--- src/rtl/alu_ctrl_pkg.sv ---
// Shared ALU control code table, FSM encoding and width defaults.
// Used by the ALU controller and alu_exec_unit (optional ALU_EXEC_OVERFLOW_EN).
package alu_ctrl_pkg;

    localparam int DATA_W  = 32;
    localparam int SHAMT_W = 5;

    localparam logic [3:0] ALU_ADD  = 4'b0001;
    localparam logic [3:0] ALU_SUB  = 4'b0010;
    localparam logic [3:0] ALU_AND  = 4'b0011;
    localparam logic [3:0] ALU_OR   = 4'b0100;
    localparam logic [3:0] ALU_SLT  = 4'b0101;
    localparam logic [3:0] ALU_SLTU = 4'b0110;
    localparam logic [3:0] ALU_SLL  = 4'b0111;
    localparam logic [3:0] ALU_SLLV = 4'b1000;
    localparam logic [3:0] ALU_ORI  = 4'b1011;
    localparam logic [3:0] ALU_LUI  = 4'b1100;
    localparam logic [3:0] ALU_BEQ  = 4'b1111;

    typedef enum logic [1:0] {
        S_IDLE  = 2'd0,
        S_SHIFT = 2'd1,
        S_DONE  = 2'd2
    } alu_state_e;

endpackage

--- src/rtl/alu_exec_unit_if.sv ---
// Request/response bundle between EX control and alu_exec_unit.
// overflow_o exists only when ALU_EXEC_OVERFLOW_EN is defined.
interface alu_exec_unit_if;
    import alu_ctrl_pkg::*;

    logic               in_valid_i;
    logic               in_ready_o;
    logic [3:0]         alu_ctrl_i;
    logic [DATA_W-1:0]  src1_i;
    logic [DATA_W-1:0]  src2_i;
    logic [SHAMT_W-1:0] shamt_i;
    logic               out_valid_o;
    logic               out_ready_i;
    logic [DATA_W-1:0]  result_o;
    logic               zero_o;
    logic               illegal_o;
`ifdef ALU_EXEC_OVERFLOW_EN
    logic               overflow_o;
`endif

    modport master (
        output in_valid_i, alu_ctrl_i, src1_i, src2_i, shamt_i,
        output out_ready_i,
`ifdef ALU_EXEC_OVERFLOW_EN
        input  overflow_o,
`endif
        input  in_ready_o, out_valid_o, result_o, zero_o, illegal_o
    );

    modport slave (
        input  in_valid_i, alu_ctrl_i, src1_i, src2_i, shamt_i,
        input  out_ready_i,
`ifdef ALU_EXEC_OVERFLOW_EN
        output overflow_o,
`endif
        output in_ready_o, out_valid_o, result_o, zero_o, illegal_o
    );

endinterface

--- src/rtl/alu_shifter.sv ---
// Iterative left shifter: one bit per cycle, zero fill.
// done flags the cycle whose edge produces the final value on result.
module alu_shifter
    import alu_ctrl_pkg::*;
#(
    parameter int W  = DATA_W,
    parameter int CW = SHAMT_W
) (
    input  logic          clk_i,
    input  logic          rst_i,
    input  logic          load,
    input  logic [W-1:0]  load_val,
    input  logic [CW-1:0] count,
    output logic [W-1:0]  result,
    output logic          done
);

    logic [W-1:0]  val_q;
    logic [CW-1:0] cnt_q;

    always_ff @(posedge clk_i) begin
        if (!rst_i) begin
            val_q <= '0;
            cnt_q <= '0;
        end else if (load) begin
            val_q <= load_val;
            cnt_q <= count;
        end else if (cnt_q != '0) begin
            val_q <= {val_q[W-2:0], 1'b0};
            cnt_q <= cnt_q - CW'(1);
        end
    end

    assign result = {val_q[W-2:0], 1'b0};
    assign done   = (cnt_q == CW'(1));

endmodule

--- src/rtl/alu_exec_unit.sv ---
// Multi-cycle ALU for EX: single-cycle ops plus iterative sll/sllv.
// Define ALU_EXEC_OVERFLOW_EN to add the registered overflow_o flag.
module alu_exec_unit
    import alu_ctrl_pkg::*;
#(
    parameter int DATA_W  = alu_ctrl_pkg::DATA_W,
    parameter int SHAMT_W = alu_ctrl_pkg::SHAMT_W
) (
    input  logic           clk_i,
    input  logic           rst_i,
    alu_exec_unit_if.slave bus
);

    localparam int MSB = DATA_W - 1;

    alu_state_e state_q, state_d;

    logic [DATA_W-1:0]  a, b, sum, diff, alu_res, sh_res, res_q;
    logic [SHAMT_W-1:0] amt;
    logic               sub_ovf, alu_ill, is_shift;
    logic               in_ready, accept, sh_load, sh_done;
    logic               zero_q, ill_q;

    assign a    = bus.src1_i;
    assign b    = bus.src2_i;
    assign sum  = a + b;
    assign diff = a - b;

    assign sub_ovf = (a[MSB] != b[MSB]) && (diff[MSB] != a[MSB]);

    always_comb begin
        alu_res  = '0;
        alu_ill  = 1'b0;
        is_shift = 1'b0;
        amt      = bus.shamt_i;
        unique case (bus.alu_ctrl_i)
            ALU_ADD:         alu_res = sum;
            ALU_SUB:         alu_res = diff;
            ALU_AND:         alu_res = a & b;
            ALU_OR, ALU_ORI: alu_res = a | b;
            // sign taken from the difference, corrected for overflow
            ALU_SLT:  alu_res = {{(DATA_W-1){1'b0}}, diff[MSB] ^ sub_ovf};
            ALU_SLTU: alu_res = {{(DATA_W-1){1'b0}}, a < b};
            ALU_SLL: begin
                is_shift = 1'b1;
                alu_res  = b;
            end
            ALU_SLLV: begin
                is_shift = 1'b1;
                alu_res  = b;
                amt      = a[SHAMT_W-1:0];
            end
            ALU_LUI:  alu_res = {b[15:0], 16'h0000};
            ALU_BEQ:  alu_res = diff;
            default:  alu_ill = 1'b1;
        endcase
    end

    assign in_ready = rst_i && (state_q == S_IDLE);
    assign accept   = bus.in_valid_i && in_ready;

    always_comb begin
        state_d = state_q;
        sh_load = 1'b0;
        unique case (state_q)
            S_IDLE: begin
                if (accept) begin
                    if (is_shift && amt != '0) begin
                        sh_load = 1'b1;
                        state_d = S_SHIFT;
                    end else begin
                        state_d = S_DONE;
                    end
                end
            end
            S_SHIFT: if (sh_done) state_d = S_DONE;
            S_DONE:  if (bus.out_ready_i) state_d = S_IDLE;
            default: state_d = S_IDLE;
        endcase
    end

    always_ff @(posedge clk_i) begin
        if (!rst_i) begin
            state_q <= S_IDLE;
            res_q   <= '0;
            zero_q  <= 1'b0;
            ill_q   <= 1'b0;
        end else begin
            state_q <= state_d;
            if (accept && !sh_load) begin
                res_q  <= alu_res;
                zero_q <= (alu_res == '0);
                ill_q  <= alu_ill;
            end else if (state_q == S_SHIFT && sh_done) begin
                res_q  <= sh_res;
                zero_q <= (sh_res == '0);
                ill_q  <= 1'b0;
            end
        end
    end

    alu_shifter #(
        .W  (DATA_W),
        .CW (SHAMT_W)
    ) u_shifter (
        .clk_i    (clk_i),
        .rst_i    (rst_i),
        .load     (sh_load),
        .load_val (b),
        .count    (amt),
        .result   (sh_res),
        .done     (sh_done)
    );

    assign bus.in_ready_o  = in_ready;
    assign bus.out_valid_o = rst_i && (state_q == S_DONE);
    assign bus.result_o    = rst_i ? res_q : '0;
    assign bus.zero_o      = rst_i && zero_q;
    assign bus.illegal_o   = rst_i && ill_q;

`ifdef ALU_EXEC_OVERFLOW_EN
    logic add_ovf, alu_ovf, ovf_q;

    assign add_ovf = (a[MSB] == b[MSB]) && (sum[MSB] != a[MSB]);
    assign alu_ovf = (bus.alu_ctrl_i == ALU_ADD && add_ovf) ||
                     (bus.alu_ctrl_i == ALU_SUB && sub_ovf);

    // shifts never overflow, so the accept-time value is final
    always_ff @(posedge clk_i) begin
        if (!rst_i)      ovf_q <= 1'b0;
        else if (accept) ovf_q <= alu_ovf;
    end

    assign bus.overflow_o = rst_i && ovf_q;
`endif

endmodule

--- src/flat_wrapper.sv ---
// flat-port wrapper written by rule: the top's interface ports become plain ports
module alu_exec_unit_flat import alu_ctrl_pkg::*;
#(
    parameter int DATA_W  = alu_ctrl_pkg::DATA_W,
    parameter int SHAMT_W = alu_ctrl_pkg::SHAMT_W
)
  (clk_i, rst_i, bus_in_valid_i, bus_alu_ctrl_i, bus_src1_i, bus_src2_i, bus_shamt_i, bus_out_ready_i, bus_in_ready_o, bus_out_valid_o, bus_result_o, bus_zero_o, bus_illegal_o);
  alu_exec_unit_if bus_i ();
  input  logic clk_i;
  input  logic rst_i;
  input wire logic [$bits(bus_i.in_valid_i)-1:0] bus_in_valid_i;
  input wire logic [$bits(bus_i.alu_ctrl_i)-1:0] bus_alu_ctrl_i;
  input wire logic [$bits(bus_i.src1_i)-1:0] bus_src1_i;
  input wire logic [$bits(bus_i.src2_i)-1:0] bus_src2_i;
  input wire logic [$bits(bus_i.shamt_i)-1:0] bus_shamt_i;
  input wire logic [$bits(bus_i.out_ready_i)-1:0] bus_out_ready_i;
  output wire logic [$bits(bus_i.in_ready_o)-1:0] bus_in_ready_o;
  output wire logic [$bits(bus_i.out_valid_o)-1:0] bus_out_valid_o;
  output wire logic [$bits(bus_i.result_o)-1:0] bus_result_o;
  output wire logic [$bits(bus_i.zero_o)-1:0] bus_zero_o;
  output wire logic [$bits(bus_i.illegal_o)-1:0] bus_illegal_o;
  assign bus_i.in_valid_i = bus_in_valid_i;
  assign bus_i.alu_ctrl_i = bus_alu_ctrl_i;
  assign bus_i.src1_i = bus_src1_i;
  assign bus_i.src2_i = bus_src2_i;
  assign bus_i.shamt_i = bus_shamt_i;
  assign bus_i.out_ready_i = bus_out_ready_i;
  assign bus_in_ready_o = bus_i.in_ready_o;
  assign bus_out_valid_o = bus_i.out_valid_o;
  assign bus_result_o = bus_i.result_o;
  assign bus_zero_o = bus_i.zero_o;
  assign bus_illegal_o = bus_i.illegal_o;
  alu_exec_unit #(.DATA_W(DATA_W), .SHAMT_W(SHAMT_W)) u_core (.clk_i(clk_i), .rst_i(rst_i), .bus(bus_i));
endmodule
--- config.mk ---
export PLATFORM = sky130hd
export DESIGN_NAME = alu_exec_unit_flat
export DESIGN_NICKNAME = d
export VERILOG_FILES = /design/src/rtl/alu_ctrl_pkg.sv /design/src/rtl/alu_exec_unit_if.sv /design/src/rtl/alu_shifter.sv /design/src/rtl/alu_exec_unit.sv /design/src/flat_wrapper.sv
export SDC_FILE = /design/constraint.sdc
export NUM_CORES = 1
export LEC_CHECK = 0
export ABC_AREA = 1
export CAP_MARGIN = 10
export CORE_ASPECT_RATIO = 0.8
export CORE_MARGIN = 3
export CORE_UTILIZATION = 45
export CTS_BUF_LIST = sky130_fd_sc_hd__clkbuf_8
export CTS_CLUSTER_SIZE = 24
export DETAILED_ROUTE_END_ITERATION = 7
export DONT_BUFFER_PORTS = 1
export PLACE_DENSITY = 0.58
export RECOVER_POWER = 50
export REMOVE_ABC_BUFFERS = 1
export SLEW_MARGIN = 20
export SYNTH_ARGS = -nofsm -noshare
export SYNTH_HDL_FRONTEND = slang
export SYNTH_SLANG_ARGS = --single-unit
export TNS_END_PERCENT = 30
--- constraint.sdc ---
create_clock -name clk_i -period 4.03 [get_ports clk_i]
set_input_delay 1.0075 -clock clk_i [delete_from_list [all_inputs] [get_ports clk_i]]
set_output_delay 1.0075 -clock clk_i [all_outputs]
set_load 0.005 [all_outputs]
==> results of run 1 <==
[power by group]
part / internal [mW] / total [mW] / switching [mW]
Sequential: 0.777 / 0.812 / 0.0358
Clock: 0.226 / 0.484 / 0.258
Combinational: 0.512 / 1.57 / 1.06
[cell usage after synthesis, types with 2 or more instances]
cell type	number	area (um2)
o21ai_0	142	711
a21oi_1	114	571
o22ai_1	54	338
o21ai_1	4	20.0
o221ai_1	4	35.0
clkinv_1	2	7.51
o211ai_1	10	75.1
buf_1	4	15.0
and2_1	5	31.3
inv_1	323	1210
nor3_1	19	95.1
buf_2	20	100
a211oi_1	3	22.5
clkbuf_1	43	161
nor2_1	172	646
dfxtp_1	72	1440
xor2_1	7	61.3
buf_6	2	22.5
nand3_1	139	696
a221oi_1	2	17.5
nand3b_1	2	15.0
o21bai_1	12	90.1
nand2_1	466	1750
ha_1	108	1350
a22oi_1	2	15.0
o21a_1	2	15.0
nor4_1	7	43.8
nand4_1	19	119
or2_2	4	25.0
fa_1	3	60.1
[state kept, by name, indices dropped and copies added (netlist names)]
register	count
u_core.ill_q	1
u_core.res_q	32
u_core.state_q	2
u_core.u_shifter.cnt_q	5
u_core.u_shifter.val_q	31
u_core.zero_q	1
[metal layers]
metal / track usage / vias up / part of all wire
met5: 0 / - / 0
met4: 0.104 / 0 / 0.035
met3: 0.0771 / 65 / 0.093
met2: 0.510 / 531 / 0.42
met1: 0.489 / 5406 / 0.45
li1: - / 5838 / -
[cell type report]
class	count	share of cell area
multi-input cells	1313	0.627
flip-flops and latches	72	0.130
inverters	325	0.110
repair buffers	131	0.0880
well taps	269	0.0305
clock buffers	10	0.0125
clock inverters	4	0.00147
diodes	1	0.000226
[worst max-delay path: stages]
cell,delay (ps)
nor2_4,150
nand3_1,420
nand2_1,300
clkbuf_2,520
o21ai_2,180
nor2_4,120
clkbuf_2,870
o21ai_0,250
a21oi_1,220
[per-stage QoR]
step / util / power (mW) / hold WS [ps] / TNS, ps
finish: 0.523 / 2.87 / 484 / 0
global route: 0.523 / 3.08 / 515 / 0
CTS: 0.524 / 2.84 / 489 / 0
detailed placement: 0.517 / 2.36 / 473 / -93.6
global placement: 0.517 / 2.35 / 473 / -18.4
floorplan: - / 1.79 / 457 / -10690
[cells by family (layout without fill, tap and decap cells)]
logic type,after synthesis,in the layout
flops,72,72
compound gates,356,356
buf+inv,395,470
xor+xnor,7,7
simple gates,839,839
fa+ha+maj,111,111
other cells,0,1
[worst paths after layout]
| kind | startpoint | to | slack, ps | cells past startpoint |
|---|---|---|---|---|
| setup / recovery | bus_alu_ctrl_i[1] | u_core.u_shifter.val_q[4] | 220 | 9 |
| hold / removal | u_core.res_q[3] | u_core.res_q[3] | 480 | 2 |
| hold reg to reg | u_core.res_q[3] | u_core.res_q[3] | 480 | 2 |
| setup reg to reg | u_core.state_q[0] | u_core.res_q[11] | 1640 | 8 |
==> out/metrics.csv, run 1 <==
stage;metric;value;unit
sta;Final Skew;8.78;ps
sta;Tcrit/Tclk final;0.945;
setup_path;Worst Path Required;4280;ps
sta;max frequency;263;MHz
synthesis;Synth Area in Simple Gates;0.351;
setup_path;Setup CP Type;input pin to register;
routing;Pre-antenna DRT Iters;6;
synthesis;compound-gate portion of the synthesized area;0.199;
global_routing;initial antenna violation count;1;
routing;DRC viols;0;
routing;Iteration-0 DRC Markers;1182;
final_layout;multi-input logic area;6920;um2
global_routing;largest net degree at the start of global routing;74;
worst_hold_path;HP Class;register to register;
clock_network;clk sinks;72;
global_routing;vias in the first global route;10666;
routing;total wire length;41.8;mm
setup_path;worst-path maximum fanout;65;
global_routing;total track usage;0.342;
sta;endpoints failing setup;0;
power;Lkg Pwr;5.96;nW
placed_design;worst slack at placement;-72.8;ps
routing;DR vias/cell;5.57;
routing;Post-DRT Antenna Nets;0;
placed_design;global placement routability congestion;1.03;
synthesis;mapped cell area;9870;um2
sta;Tightest Pin Transition;1520;ps
power;maximum vdd drop;262;uV
floorplanning;Core Area;21100;um2
synthesis;Yosys reg bits;72;
clock_network;CTS root buf;clkbuf_8;
floorplanning;die span in x;172;um
sta;Slew Limit Headroom;-0.0104;
clock_network;TritonCTS clock tree;built;
synthesis;largest family of logic cells by synthesized area;simple AND/OR/NAND/NOR gates;
sta;Final Slew Violations;34;
synthesis;synth unique cells;44;
final_layout;Layout fillers;2311;
synthesis;Post-synth ARST share;0;
final_layout;post-synthesis to final-layout area growth;11.9;%
clock_network;postcts setup bufs;0;
placed_design;# port buffers;0;
power;Cell Pwr Density;259;nW/um2
outcome;failing checks;max-capacitance violations, max-slew violations;
floorplanning;Chip Height;138;um
synthesis;fraction of synthesized area in multiplexers;0;
final_layout;Final Non-Filler Cells;2125;
routing;post-DR wirelength/cell;19.7;um
floorplanning;num ports;113;
sta;min cycle time layout;3810;ps
floorplanning;DIE AREA;23800;um2
global_routing;GRT overflow;0;
clock_network;Post-CTS Hold Buffers;0;
synthesis;ys flop type;dfxtp_1;
setup_path;Arr. time, crit path;4060;ps
synthesis;Post-synth EDFFs;0;
routing;vias after detailed routing;11840;
placed_design;Cells after DPL;2110;
synthesis;cells after synthesis;1780;
final_layout;most frequent cells in the layout;nand2_1, inv_1, nor2_1;
setup_path;Critical Path Sink Type;register;
synthesis;register area share after synthesis;0.146;
final_layout;fin nets;2040;
synthesis;Post-Synth Adder-Cell Area;0.143;
floorplanning;# rows;47;
setup_path;startpoint types;input pin;
placed_design;hpwl dp;35.1;mm
sta;RSZ-0062 raised after global routing;no;
clock_network;Clock transition at path regs;70;ps
clock_network;# H-tree levels;3;
final_layout;Reg area;1440;um2
final_layout;Design Area, Final;11100;um2
global_routing;first-pass GRT wire length;62.3;mm
sta;Hold Vio Cnt, Final;0;
flow_run;maxcap violations;1;
synthesis;Syn Area/Cell;5.55;um2
outcome;status;finished with violations;
placed_design;placed cell area;10900;um2
final_layout;layout cells sized above 1;0.0830;
clock_network;Clock Latency Late Sink;340;ps
clock_network;CTS Buf Count;9;
sta;Final Worst Setup Slack;221;ps
synthesis;xor/xnor share of the synthesized area;0.00621;
final_layout;commonest non-fill, non-tap cell in the layout;nand2_1;
clock_network;clk buf depth;2;
clock_network;PostCTS Resize Cnt;0;
floorplanning;Starting Density;0.468;
synthesis;synth warn;0;
Power figures use the tool's default switching activity.
==> inputs of run 2 (changes only) <==
Settings changed: PLACE_DENSITY 0.58 to default, PLACE_DENSITY_LB_ADDON from default to 0.1, TNS_END_PERCENT 30 to 100.
==> out/metrics.csv, run 2 (synthesis gave the netlist of run 1 again) <==
stage;metric;value;unit;change
outcome;status;finished with violations;;
outcome;failing checks;max-capacitance violations, max-slew violations;;
final_layout;Final Non-Filler Cells;2134;;+0.42%
global_routing;total track usage;0.339;;-0.00312
sta;RSZ-0062 raised after global routing;no;;
global_routing;met3 Track Usage GR;0.0688;;-0.00828
power;clock power share;0.206;;+0.037
global_routing;GRT overflow;0;;unchanged
final_layout;Design Area, Final;11200;um2;+1.2%
floorplanning;Chip Height;138;um;unchanged
setup_path;worst-path maximum fanout;4;;-94%
placed_design;# port buffers;0;;unchanged
setup_path;Arr. time, crit path;4010;ps;-50 ps
final_layout;commonest non-fill, non-tap cell in the layout;nand2_1;;
placed_design;placed cell area;11000;um2;+0.53%
sta;Fin Hold WS;482;ps;-1.85 ps
setup_path;Worst Reg-to-Reg Cells;8;;unchanged
clock_network;Clock Latency Late Sink;340;ps;about the same
sta;Tightest Pin Transition;1560;ps;+48.4 ps
global_routing;grt met2 use;0.507;;-0.00270
setup_path;Worst Path Required;4300;ps;+20 ps
worst_hold_path;HP Class;register to register;;
global_routing;initial antenna violation count;0;;-1
global_routing;largest net degree at the start of global routing;74;;unchanged
global_routing;busiest layer in global routing;met2;;
placed_design;hpwl dp;34.8;mm;-0.82%
final_layout;max reg flops;32;;unchanged
routing;vias after detailed routing;11797;;-0.36%
sta;Hold Vio Cnt, Final;0;;unchanged
routing;DRC viols;0;;unchanged
clock_network;clk buf depth;2;;unchanged
flow_run;maxcap violations;1;;unchanged
clock_network;CTS root buf;clkbuf_8;;
sta;endpoints failing setup;0;;unchanged
clock_network;clk sinks;72;;unchanged
setup_path;startpoint types;input pin;;
power;Final Total Pwr;3.01;mW;+5.1%
floorplanning;# rows;47;;unchanged
placed_design;global placement routability congestion;1.04;;+1.4%
final_layout;antenna cell count;0;;-1
final_layout;Reg area;1440;um2;unchanged
sta;min cycle time layout;3740;ps;-68.2 ps
routing;Post-DRT Antenna Nets;0;;unchanged
routing;post-DR wirelength/cell;19.4;um;-1.3%
routing;Pre-antenna DRT Iters;6;;unchanged
sta;Final Worst Setup Slack;289;ps;+68.2 ps
clock_network;# H-tree levels;3;;unchanged
global_routing;routing usage on met1;0.488;;-0.000518
global_routing;vias in the first global route;10522;;-1.4%
power;Combinational Power Share;0.524;;-0.024
routing;Iteration-0 DRC Markers;1312;;+11%
final_layout;multi-input logic area;6920;um2;-0.11%
final_layout;most frequent cells in the layout;nand2_1, inv_1, nor2_1;;
global_routing;first-pass GRT wire length;61.7;mm;-1.0%
clock_network;CTS Buf Count;9;;unchanged
setup_path;Critical Path Stages;21;;+12
final_layout;Layout fillers;2305;;-0.26%
setup_path;slowest stage delay, CP;420;ps;-450 ps
setup_path;CP top delay family;simple AND/OR/NAND/NOR gates;;
worst_hold_path;hold path cells;2;;unchanged
floorplanning;Starting Density;0.468;;unchanged
floorplanning;DIE AREA;23800;um2;unchanged
power;Cell Pwr Density;269;nW/um2;+3.9%
setup_path;Cell Chain, Critical Path;inv_1, ha_1, nor2_1, nand3_1, nand3_1, nand2_1, nand3_1, nand3_1, nand2_1, a21oi_1, o21bai_1, fa_1, nand2_1, o21ai_0, a2111oi_1, nand2_1, inv_1, nand2_1, nor2_1, nand3_1, a21oi_1;;
sta;Slew Limit Headroom;-0.0427;;-0.0323
clock_network;PostCTS Resize Cnt;0;;unchanged
clock_network;postcts setup bufs;0;;unchanged
clock_network;Clock transition at path regs;70;ps;about the same
sta;Tcrit/Tclk final;0.928;;-0.0169
final_layout;Top Registers;u_core.res_q: 32 flops, u_core.u_shifter.val_q: 31 flops, u_core.u_shifter.cnt_q: 5 flops;;
power;Internal;1.66;mW;+9.3%
sta;Final Skew;7.45;ps;-1.32 ps
setup_path;Setup CP Type;input pin to register;;
power;NetSw;1.36;mW;+0.30%
final_layout;layout cells sized above 1;0.0869;;+0.00384
routing;DR vias/cell;5.53;;-0.78%
sta;Final Slew Violations;34;;unchanged
floorplanning;die span in x;172;um;unchanged
clock_network;Post-CTS Hold Buffers;0;;unchanged
final_layout;fin nets;2048;;+0.39%
final_layout;post-synthesis to final-layout area growth;13.2;%;
power;Lkg Pwr;6.03;nW;+1.2%
power;Sw Share;0.450;;-0.0214
placed_design;Cells after DPL;2118;;+0.38%
setup_path;crit path buf inv count;2;;unchanged
power;maximum vdd drop;306;uV;+17%
floorplanning;Core Area;21100;um2;unchanged
final_layout;Final Util;0.529;;+0.00604
clock_network;TritonCTS clock tree;built;;
placed_design;worst slack at placement;-32.2;ps;+40.6 ps
floorplanning;num ports;113;;unchanged
sta;Setup TNS;0;ps;unchanged
routing;total wire length;41.5;mm;-0.85%
setup_path;slowest cell on the critical path;fa_1;;
sta;max frequency;267;MHz;+1.8%
setup_path;Critical Path Sink Type;register;;
power;Sequential Power Share;0.270;;-0.013
final_layout;largest register by flop count;u_core.res_q;;
==> run 2: final timing paths <==
check             slack, ps                      start                    endpoint
setup reg to reg       1800  u_core.u_shifter.cnt_q[0]  u_core.u_shifter.val_q[14]
setup / recovery        290              bus_src2_i[4]               u_core.zero_q
hold / removal          480            u_core.res_q[3]             u_core.res_q[3]
hold reg to reg         480            u_core.res_q[3]             u_core.res_q[3]
==> run 2: layout make-up <==
type | count | area share
repair buffers | 139 | 0.0939
clock buffers | 10 | 0.0123
multi-input cells | 1313 | 0.619
clock inverters | 6 | 0.00683
inverters | 325 | 0.109
well taps | 269 | 0.0301
flip-flops and latches | 72 | 0.129
==> run 2: power by group through the flow <==
stage | clock [mW] | sequential (mW) | combinational, mW
3_5_place_dp | 0 | 0.827 | 1.54
4_1_cts | 0.632 | 0.811 | 1.55
2_1_floorplan | 0 | 0.819 | 0.967
5_1_grt | 0.672 | 0.818 | 1.74
3_3_place_gp | 0 | 0.827 | 1.53
6_report | 0.620 | 0.812 | 1.58
==> run 2: worst reg2reg max path, delay by kind of cell, from the launching register on <==
kind | cells | cell delay [ps]
simple gates | 1 | 80
fa+ha+maj | 1 | 200
flops | 1 | 380
compound gates | 3 | 550
buf+inv | 3 | 940
==> run 2: layer usage <==
| metal | part of all wire | routed length [um] | vias up |
|---|---|---|---|
| met4 | 0.033 | 1360 | 0 |
| met5 | 0 | 0 | - |
| li1 | - | - | 5854 |
| met2 | 0.42 | 17400 | 551 |
| met3 | 0.10 | 4200 | 53 |
| met1 | 0.45 | 18600 | 5339 |
